File: config.mk
export PLATFORM = sky130hd
export DESIGN_NAME = ram_arbiter
export DESIGN_NICKNAME = d
export VERILOG_FILES = /design/src/rtl/ram_arbiter.sv
export SDC_FILE = /design/constraint.sdc
export NUM_CORES = 1
export LEC_CHECK = 0
export ABC_AREA = 1
export ABC_CLOCK_PERIOD_IN_PS = 1320
export BUFFER_PORTS_ARGS = -buffer_cell sky130_fd_sc_hd__buf_2
export CAP_MARGIN = 20
export CORE_MARGIN = 2
export CORE_UTILIZATION = 42
export DETAILED_ROUTE_END_ITERATION = 6
export GPL_TIMING_DRIVEN = 0
export HOLD_SLACK_MARGIN = 0.06
export PLACE_DENSITY_LB_ADDON = 0.05
export SYNTH_ARGS = -nofsm -noshare
export SYNTH_HDL_FRONTEND = slang
export SYNTH_SLANG_ARGS = --single-unit
File: constraint.sdc
create_clock -name clk -period 1.32 [get_ports clk]
set_clock_uncertainty 0.2 [all_clocks]
set_input_delay 0.198 -clock clk [delete_from_list [all_inputs] [get_ports clk]]
set_output_delay 0.198 -clock clk [all_outputs]
set_load 0.02 [all_outputs]
File: src/rtl/ram_arbiter.sv
// Two-requester arbiter/sequencer for the 16x8 sync RAM: gnt at T+1, rvalid at T+3, one access per 3 cycles.
// Requesters hold their command until gnt; ties use round-robin when RAM_ARB_RR_EN is defined, else requester 0 wins.
module ram_arbiter (
  input  logic       clk,
  input  logic       rst_n,
  input  logic       req0,
  input  logic       req1,
  input  logic       we0,
  input  logic       we1,
  input  logic [3:0] addr0,
  input  logic [3:0] addr1,
  input  logic [7:0] wdata0,
  input  logic [7:0] wdata1,
  output logic       gnt0,
  output logic       gnt1,
  output logic       rvalid0,
  output logic       rvalid1,
  output logic [7:0] rdata0,
  output logic [7:0] rdata1,
  output logic       busy,
  output logic       ram_we,
  output logic [3:0] ram_addr,
  output logic [7:0] ram_din,
  input  logic [7:0] ram_dout
);

  typedef enum logic [1:0] {IDLE = 2'd0, ACCESS = 2'd1, RESP = 2'd2} state_t;

  state_t state;
  logic   owner;
  logic   op_wr;
  logic   pick1;
`ifdef RAM_ARB_RR_EN
  logic   last_owner;
`endif

  always_comb begin
    pick1 = req1 & ~req0;
`ifdef RAM_ARB_RR_EN
    // On a tie the requester that did not win last time goes next.
    if (req0 && req1) pick1 = ~last_owner;
`endif
  end

  always_ff @(posedge clk or negedge rst_n) begin
    if (!rst_n) begin
      state    <= IDLE;
      owner    <= 1'b0;
      op_wr    <= 1'b0;
      gnt0     <= 1'b0;
      gnt1     <= 1'b0;
      rvalid0  <= 1'b0;
      rvalid1  <= 1'b0;
      rdata0   <= 8'h00;
      rdata1   <= 8'h00;
      busy     <= 1'b0;
      ram_we   <= 1'b0;
      ram_addr <= 4'h0;
      ram_din  <= 8'h00;
`ifdef RAM_ARB_RR_EN
      last_owner <= 1'b1;
`endif
    end else begin
      gnt0    <= 1'b0;
      gnt1    <= 1'b0;
      rvalid0 <= 1'b0;
      rvalid1 <= 1'b0;
      case (state)
        IDLE: begin
          ram_we <= 1'b0;
          if (req0 || req1) begin
            owner    <= pick1;
            op_wr    <= pick1 ? we1 : we0;
            ram_we   <= pick1 ? we1 : we0;
            ram_addr <= pick1 ? addr1 : addr0;
            ram_din  <= pick1 ? wdata1 : wdata0;
            gnt0     <= ~pick1;
            gnt1     <= pick1;
            busy     <= 1'b1;
            state    <= ACCESS;
`ifdef RAM_ARB_RR_EN
            last_owner <= pick1;
`endif
          end
        end
        ACCESS: begin
          ram_we <= 1'b0;
          state  <= RESP;
        end
        RESP: begin
          // Write transactions see the pre-write word here; it is dropped.
          if (!op_wr) begin
            if (owner) begin
              rdata1  <= ram_dout;
              rvalid1 <= 1'b1;
            end else begin
              rdata0  <= ram_dout;
              rvalid0 <= 1'b1;
            end
          end
          busy  <= 1'b0;
          state <= IDLE;
        end
        default: begin
          ram_we <= 1'b0;
          busy   <= 1'b0;
          state  <= IDLE;
        end
      endcase
    end
  end

endmodule

Word-level counts from Yosys, hierarchy flattened

Index checks and enable logic that the tools add are counted.

Equal/unequal tests: 3
Multiplexer cells: 19
Bitwise operators: 6
Reductions and logical operators: 6

Operators by type and width:

| kind                                                | count |
|---|---|
| two-way mux 1 bit                                   | 13 |
| two-way mux 8 bit                                   | 1 |
| AND reduction 3 bit                                 | 2 |
| NOT 1 bit                                           | 5 |
| two-way mux 4 bit                                   | 1 |
| one-hot mux 1 bit (2 select lines)                  | 2 |
| one-hot mux 2 bit (2 select lines)                  | 1 |
| AND reduction 2 bit                                 | 2 |
| equality test 2 x 1 -> 1 bit, second input constant | 1 |
| equality test 2 bit, second input constant          | 1 |
| zero test 2 bit                                     | 1 |
| two-way mux 2 bit                                   | 1 |
| != test 2 bit, second input constant                | 1 |
| bitwise AND 1 bit                                   | 1 |
| logical OR 1 bit                                    | 1 |

Register bits after elaboration: 38
Output and inout port bits: 34
Logic and storage cells: 47

Logic depth before layout (Yosys ltp)

Gate-level depths: netlist (run 1).

Word-level depth: 5
Mapped depth: 7
Mapped depth without buffers: 6

Least setup slack after synthesis (run 1)

Ideal clock, no wire load.

Path type: register -> register
Start: register state[0]
End: register ram_addr[0]
Library setup time: 116 ps
Data arrival time: 914 ps
Path slack: 90 ps
Stages on the path, launching flop included: 6
Cells stage by stage: dfrtp_1 -> nor2_1 -> nand2_2 -> buf_2 -> nand2_1 -> nand2_1

Longest elaborated chain between the ends: 2

RTL lines:

| item                          | RTL line | source |
|---|---|---|
| start, declared               | 29       | `state_t state;` |
| start signal, assigned        | 47       | `state <= IDLE;` |
| start signal, assigned        | 80       | `state <= ACCESS;` |
| start signal, assigned        | 88       | `state <= RESP;` |
| zero test 2 bit               | 68       | `case (state)` |
| AND reduction 2 bit (no line) | --       |  |
| end signal, assigned          | 75       | `ram_addr <= pick1 ? addr1 : addr0;` |
| end, declared                 | 22       | `output logic [3:0] ram_addr,` |

No other way between the ends.
A chain may end at the register's enable or synchronous reset.

Worst setup path in the final report (run 1)

Start: register state[1]
End: register rdata1[7]

Longest elaborated chain between the ends: 2

RTL lines:

| item                          | RTL line | source |
|---|---|---|
| equality test 2 bit           | 68       |  |
| AND reduction 3 bit (no line) | --       |  |
| end signal, assigned          | 94       | `rdata1 <= ram_dout;` |
| end, declared                 | 19       | `output logic [7:0] rdata1,` |

No other way between the ends.

==> metrics.md, run 1 <==
| Metric | Value |
|---|---|
| Status | complete, but fails checks |
| Failing checks | negative hold slack |
| Synth cell types | 13 |
| CTS clk-pin slew, worst paths | 70 ps |
| Final period util | 95.8% |
| Maximum fanout along the worst path | 4 |
| Count leader, synth | nand2_1 |
| Placed Area | 0.00202 mm^2 |
| Wire per inst | 12.1 um |
| Initial antenna violation count | 0 |
| Layout area overhead | 58.6% |
| Die Width | 65.8 um |
| R2R cell count | 6 |
| H-Tree Depth | 2 |
| Vias per std cell | 4.62 |
| Num CTS Buffers | 5 |
| First-pass GRT wire length | 7010 um |
| Residual DRC | 0 |
| Die H | 65.8 um |
| Synth area leader | dfrtp_1 |
| CP Data Required Time | 1340 ps |
| Core area | 0.00366 mm^2 |
| # rows | 22 |
| Worst Hold Slack | -187 ps |
| Slew @ Worst Pin | 833 ps |
| Register area share after synthesis | 59.4% |
| Gr usage total | 21.7% |
| Nets | 354 |
| Period minus WS final | 1260 ps |
| Final ANT Viol Nets | 0 |
| # diodes | 0 |
| Drt first pass iters | 4 |
| Setup violators final | 0 |
| Synthesized instance count | 197 |
| Final worst slack | 55.5 ps |
| Design Power | 0.00536 W |
| Startpoint types | flip-flop |
| Top post-synthesis cells by count | nand2_1, dfrtp_1, nand3_1 |
| Fin. max-slew vios | 0 |
| Place WS | -84.2 ps |
| Clk_lat worst skew | 280 ps |
| Placed insts | 316 |
| Num ports | 72 |
| Clk buf depth | 2 |
| Largest net degree at the start of global routing | 39 |
| Worst rel slew slack | 44.5% |
| Sink Count | 38 |
| Post-Syn Area | 0.00160 mm^2 |
| Max Fclk | 791 MHz |
| # hold bufs at CTS | 33 |
| Layout cells sized above 1 | 32.3% |
| Worst VDD drop | 1090 uV |
| RSZ-0062 raised after global routing | true |
| DRT iter0 DRCs | 107 |
| Number of buffers added on ports | 71 |
| Synth warn | 0 |
| Synth async-reset ratio | 100% |
| Starting Density | 43.7% |
| Syn Nets | 235 |
| Syn_area_per_cell | 8.13 um^2 |
| Dpl hpwl | 2640 um |
| Top post-synthesis cells by area | dfrtp_1, nand2_1, nand3_1 |
| Vias in the first global route | 1573 |
| Die area | 0.00432 mm^2 |
| Final global-route overflow total | 0 |
| Top cell type's share of synthesized area | 59.4% |
| Final instance area | 0.00254 mm^2 |
| DR vias | 1683 |
| Leak Pwr | 1.48 nW |
| Clk root buf | clkbuf_8 |
| Placer Congestion | 0.704 |
| Maxcap violations | 0 |
| CTS tree | built |
| Setup CP Type | flip-flop to flip-flop |
| CP arrival | 1280 ps |
| Post-route insts no fill | 364 |
| Hold Fails Final Rpt | 38 |
| Seq cells post-synth | 38 |
| Number of flops mapped to enable cells by yosys | 0 |
| Top_reg_cell synth | dfrtp_1 |
| Hold Crit Class | primary input to asynchronous set/reset pin |
| WL final | 4400 um |
| P per Cell Area | 2110 mW/mm^2 |
| Setup crit end kind | flip-flop |
[power by group]
part / switching [W] / internal, W / total (W)
Sequential: 0.000313 / 0.00170 / 0.00202
Combinational: 0.00159 / 0.00102 / 0.00261
Clock: 0.000369 / 0.000363 / 0.000733
[cells by family (layout without fill, tap and decap cells)]
logic type | after synthesis | in the layout | share of synthesized area (%)
buffers and inverters | 15 | 134 | 4.53
DFF | 38 | 38 | 59.4
AOI/OAI and AO/OA | 1 | 1 | 0.312
and+or+nand+nor | 143 | 143 | 35.8
[registers in the layout, summed over array words and instances, names as in the netlist]
name	flops
state	2
gnt0	1
rdata1	8
rvalid0	1
owner	1
rvalid1	1
op_wr	1
ram_addr	4
ram_din	8
rdata0	8
gnt1	1
busy	1
ram_we	1
[metrics by stage]
stage	setup TNS, ps	hold WS (ps)	util [%]
2_1_floorplan	0	-298	-
3_3_place_gp	-1380	148	55.1
3_5_place_dp	-1550	149	55.1
4_1_cts	-238	-158	67.1
5_1_grt	-22.9	-118	69.4
6_report	0	-187	69.4
[worst paths after layout]
path,start,end,slack (ps)
max,state[1],rdata1[7],60
min,rst_n,rdata1[3],-190
max reg2reg,state[1],rdata1[7],60
min reg2reg,rdata1[3],rdata1[3],270
max in group asynchronous,rst_n,state[0],530
min in group clk,we1,op_wr,90
[layout by cell type, fill, tap and decap left out]
cell type,count
buf_8,1
nand2_1,111
dfrtp_1,37
inv_2,2
nand2_2,1
nand3_1,21
nor2_1,4
dlygate4sd3_1,33
clkinv_2,1
inv_1,5
dfrtp_2,1
buf_2,74
inv_4,1
nand2_4,3
buf_6,2
nor2_4,3
clkbuf_8,5
clkbuf_1,2
o21ai_0,1
buf_4,8
[routing by layer]
| metal | track usage (%) | routed length [um] |
|---|---|---|
| met3 | 4.79 | 260 |
| met1 | 26.3 | 1890 |
| met4 | 9.38 | 51 |
| met2 | 36.7 | 2200 |
| met5 | 0 | 0 |
[worst max-delay path, cell delays in order (launching register included)]
cell and delay (ps):
dfrtp_1 420, inv_2 70, nor2_4 120, buf_6 130
buf_4 110, nand3_1 60, nand2_1 80
[layout make-up]
class / count / area, um^2
well taps: 48 / 60.1
clock buffers: 7 / 76.3
fillers: 309 / 1120
plain buffers: 6 / 52.6
inverters: 9 / 37.5
flip-flops and latches: 38 / 952
multi-input cells: 144 / 616
repair buffers: 112 / 746
[timing repair]
action / CTS / global route
setup endpoints to repair: 26 / 27
pin swaps: 0 / 2
endpoints found under the hold margin: 68 / 38
setup buffers: 3 / 5
resized for setup: 4 / 13
Note: power is estimated with default switching activity, not from simulation.
==> run 2: changes to the inputs <==
--- a/config.mk
+++ b/config.mk
@@ -9,12 +9,13 @@
 export ABC_CLOCK_PERIOD_IN_PS = 1320
 export BUFFER_PORTS_ARGS = -buffer_cell sky130_fd_sc_hd__buf_2
 export CAP_MARGIN = 20
+export CORE_ASPECT_RATIO = 0.75
 export CORE_MARGIN = 2
 export CORE_UTILIZATION = 42
 export DETAILED_ROUTE_END_ITERATION = 6
 export GPL_TIMING_DRIVEN = 0
 export HOLD_SLACK_MARGIN = 0.06
-export PLACE_DENSITY_LB_ADDON = 0.05
+export PLACE_DENSITY = 0.75
 export SYNTH_ARGS = -nofsm -noshare
 export SYNTH_HDL_FRONTEND = slang
 export SYNTH_SLANG_ARGS = --single-unit
==> run 2 against run 1 <==
The flow still finishes with violations (negative hold slack). Final cell count stayed put. Die area is 0.12% higher. Maximum frequency is 4.0% lower. Critical path depth stayed put. Setup slack worse by 52 ps. Power is 0.16% higher. Wire length is 0.30% higher. Critical path type unchanged. Largest cell class unchanged. Largest power group unchanged.
==> metrics.md, run 2 (synthesized netlist as in run 1, its figures left out) <==
| Metric | Value |
|---|---|
| Status | complete, but fails checks |
| Failing checks | negative hold slack |
| H-Tree Depth | 2 (unchanged) |
| CP cell instances | inv_2, nor2_4, buf_6, buf_6, nand3_1, nand2_1 |
| Num ports | 72 (unchanged) |
| Number of stages on the worst setup path | 6 (unchanged) |
| Starting Density | 43.7% (unchanged) |
| Wire per inst | 12.1 um (+0.30%) |
| Met1 wire length | 1970 um (+4.6%) |
| Gr usage total | 22.3% (+0.59 points) |
| Top Metal Used | met4 |
| R2R cell count | 6 (unchanged) |
| Buf+Inv Stages, Crit Path | 3 (unchanged) |
| Worst path most repeated cell | buf_6 |
| Layout area overhead | 58.0% |
| Maximum fanout along the worst path | 6 (+2) |
| Initial antenna violation count | 0 (unchanged) |
| Critical path startpoint | state[1] |
| Final ANT Viol Nets | 0 (unchanged) |
| CTS tree | built |
| Most frequent cells in the layout | nand2_1, buf_2, dfrtp_1, dlygate4sd3_1, nand3_1 |
| # hold bufs at CTS | 33 (unchanged) |
| Number of buffers added on ports | 71 (unchanged) |
| DRT iter0 DRCs | 89 (-17%) |
| Final Util | 69.1% (-0.27 points) |
| Placer Congestion | 0.781 (+11%) |
| WL met2 | 2110 um (-4.1%) |
| Setup_tns | 0 ps (unchanged) |
| Startpoint types | flip-flop |
| Fillcell total | 301 (-2.6%) |
| Die H | 57.5 um (-13%) |
| Hold Fails Final Rpt | 38 (unchanged) |
| CTS clk-pin slew, worst paths | 80 ps (about the same) |
| Reg2reg setup slack | 3 ps (-50 ps) |
| Num CTS Buffers | 5 (unchanged) |
| Worst VDD drop | 1080 uV (-0.95%) |
| Max Fclk | 760 MHz (-4.0%) |
| Crit-path max cell delay | 420 ps (about the same) |
| Period minus WS final | 1320 ps (+52.1 ps) |
| RSZ-0062 raised after global routing | true |
| Met3 Wirelength | 250 um (-3.8%) |
| Leak Pwr | 1.46 nW (-1.1%) |
| Drt first pass iters | 4 (unchanged) |
| Vias per std cell | 4.45 (-3.7%) |
| DR vias | 1620 (-3.7%) |
| Most common cell after layout, fill and taps aside | nand2_1 |
| # diodes | 0 (unchanged) |
| Top flop regs | ram_din (8), rdata0 (8), rdata1 (8) |
| Worst Hold Slack | -208 ps (-21.0 ps) |
| Final instance area | 0.00253 mm^2 (-0.39%) |
| WL final | 4410 um (+0.30%) |
| CP max-delay cell | dfrtp_1 |
| CP delay by family, top | flip-flops |
| Clk_lat worst skew | 290 ps (about the same) |
| Setup violators final | 0 (unchanged) |
| Sink Count | 38 (unchanged) |
| Hold Crit Class | primary input to asynchronous set/reset pin |
| Crit path to | rdata1[2] |
| CP arrival | 1340 ps (+60 ps) |
| Clk root buf | clkbuf_8 |
| Setup CP Type | flip-flop to flip-flop |
| Die area | 0.00433 mm^2 (+0.12%) |
| Worst r2r src | state[1] |
| # rows | 19 (-14%) |
| Nets | 349 (-1.4%) |
| Vias in the first global route | 1572 (-0.064%) |
| Die Width | 75.3 um (+15%) |
| CP Data Required Time | 1340 ps (about the same) |
| Placed Area | 0.00202 mm^2 (+0.25%) |
| Largest net degree at the start of global routing | 39 (unchanged) |
| Slew @ Worst Pin | 804 ps (-28.7 ps) |
| Core area | 0.00366 mm^2 (unchanged) |
| Layout cells sized above 1 | 32.4% (+0.093 points) |
| Worst rel slew slack | 46.4% (+1.9 points) |
| Maxcap violations | 0 (unchanged) |
| R2r endpoint | rdata1[2] |
| P per Cell Area | 2120 mW/mm^2 (+0.56%) |
| Dpl hpwl | 2630 um (-0.34%) |
| Setup crit end kind | flip-flop |
| Clk buf depth | 2 (unchanged) |
| Final global-route overflow total | 0 (unchanged) |
| Fin. max-slew vios | 0 (unchanged) |
| Final period util | 99.7% (+3.9 points) |
| First-pass GRT wire length | 7130 um (+1.8%) |
| Residual DRC | 0 (unchanged) |
==> run 2: cell count changes in the layout (fill, tap and decap cells not counted) <==
| cell | change |
|---|---|
| buf_4 | -5 |
| buf_6 | +1 |
| buf_8 | -1 |
| clkbuf_1 | -1 |
| clkbuf_8 | +1 |
| inv_4 | +1 |
| nand3_1 | -2 |
| nand3_2 | +2 |
==> run 2: worst min-delay path by stage <==
stage                      from   endpoint  slack [ps]  cells after the start
after CTS                 rst_n  rdata1[5]        -170                      1
after global placement    rst_n  rdata1[3]         140                      1
final                     rst_n    rvalid1        -210                      1
after global routing      rst_n  rdata1[1]        -150                      1
after detailed placement  rst_n  rdata1[5]         130                      1
after floorplan           rst_n       busy        -300                      0
==> run 2: cell type report <==
class                   count  area [um^2]  share of cell area [%]
flip-flops and latches     38          952                    37.6
clock inverters             1         5.00                   0.198
plain buffers               5         37.5                    1.48
inverters                   9         38.8                    1.53
multi-input cells         144          626                    24.7
repair buffers            108          719                    28.4
well taps                  52         65.1                    2.57
clock buffers               7         86.3                    3.41
==> run 2: routing by layer <==
metal | global-route usage [%] | up-vias
met1 | 28.7 | 738
met4 | 6.52 | 0
met2 | 35.4 | 43
met5 | 0 | -
met3 | 7.95 | 9
li1 | - | 830
==> run 2: where the power goes <==
group	total (W)	switching, W	internal, W
registers	0.00201	0.000311	0.00170
clock network	0.000810	0.000389	0.000421
logic	0.00254	0.00161	0.000929
==> run 2: timing repair <==
action | CTS | global route
hold endpoints to repair | 68 | 38
setup endpoints to repair | 26 | 26
gates cloned | 0 | 0
gates resized for setup | 8 | 12
pin swaps | 1 | 5
buffers inserted | 2 | 2
==> run 2: stage by stage <==
step,hold slack (ps),std cells,setup slack [ps],power [W]
2_1_floorplan,-298,197,90.1,0.00344
6_report,-208,364,3.43,0.00537
5_1_grt,-147,364,-52.4,0.00576
3_5_place_dp,134,320,-84.2,0.00423
3_3_place_gp,138,320,-69.7,0.00418
4_1_cts,-174,363,-9.77,0.00523
==> run 2: worst reg2reg max path, cell delays in order, from the launching register on <==
cell     delay, ps
dfrtp_1        420
inv_2           80
nor2_4         150
buf_6          130
buf_6          120
nand3_1         70
nand2_1         90
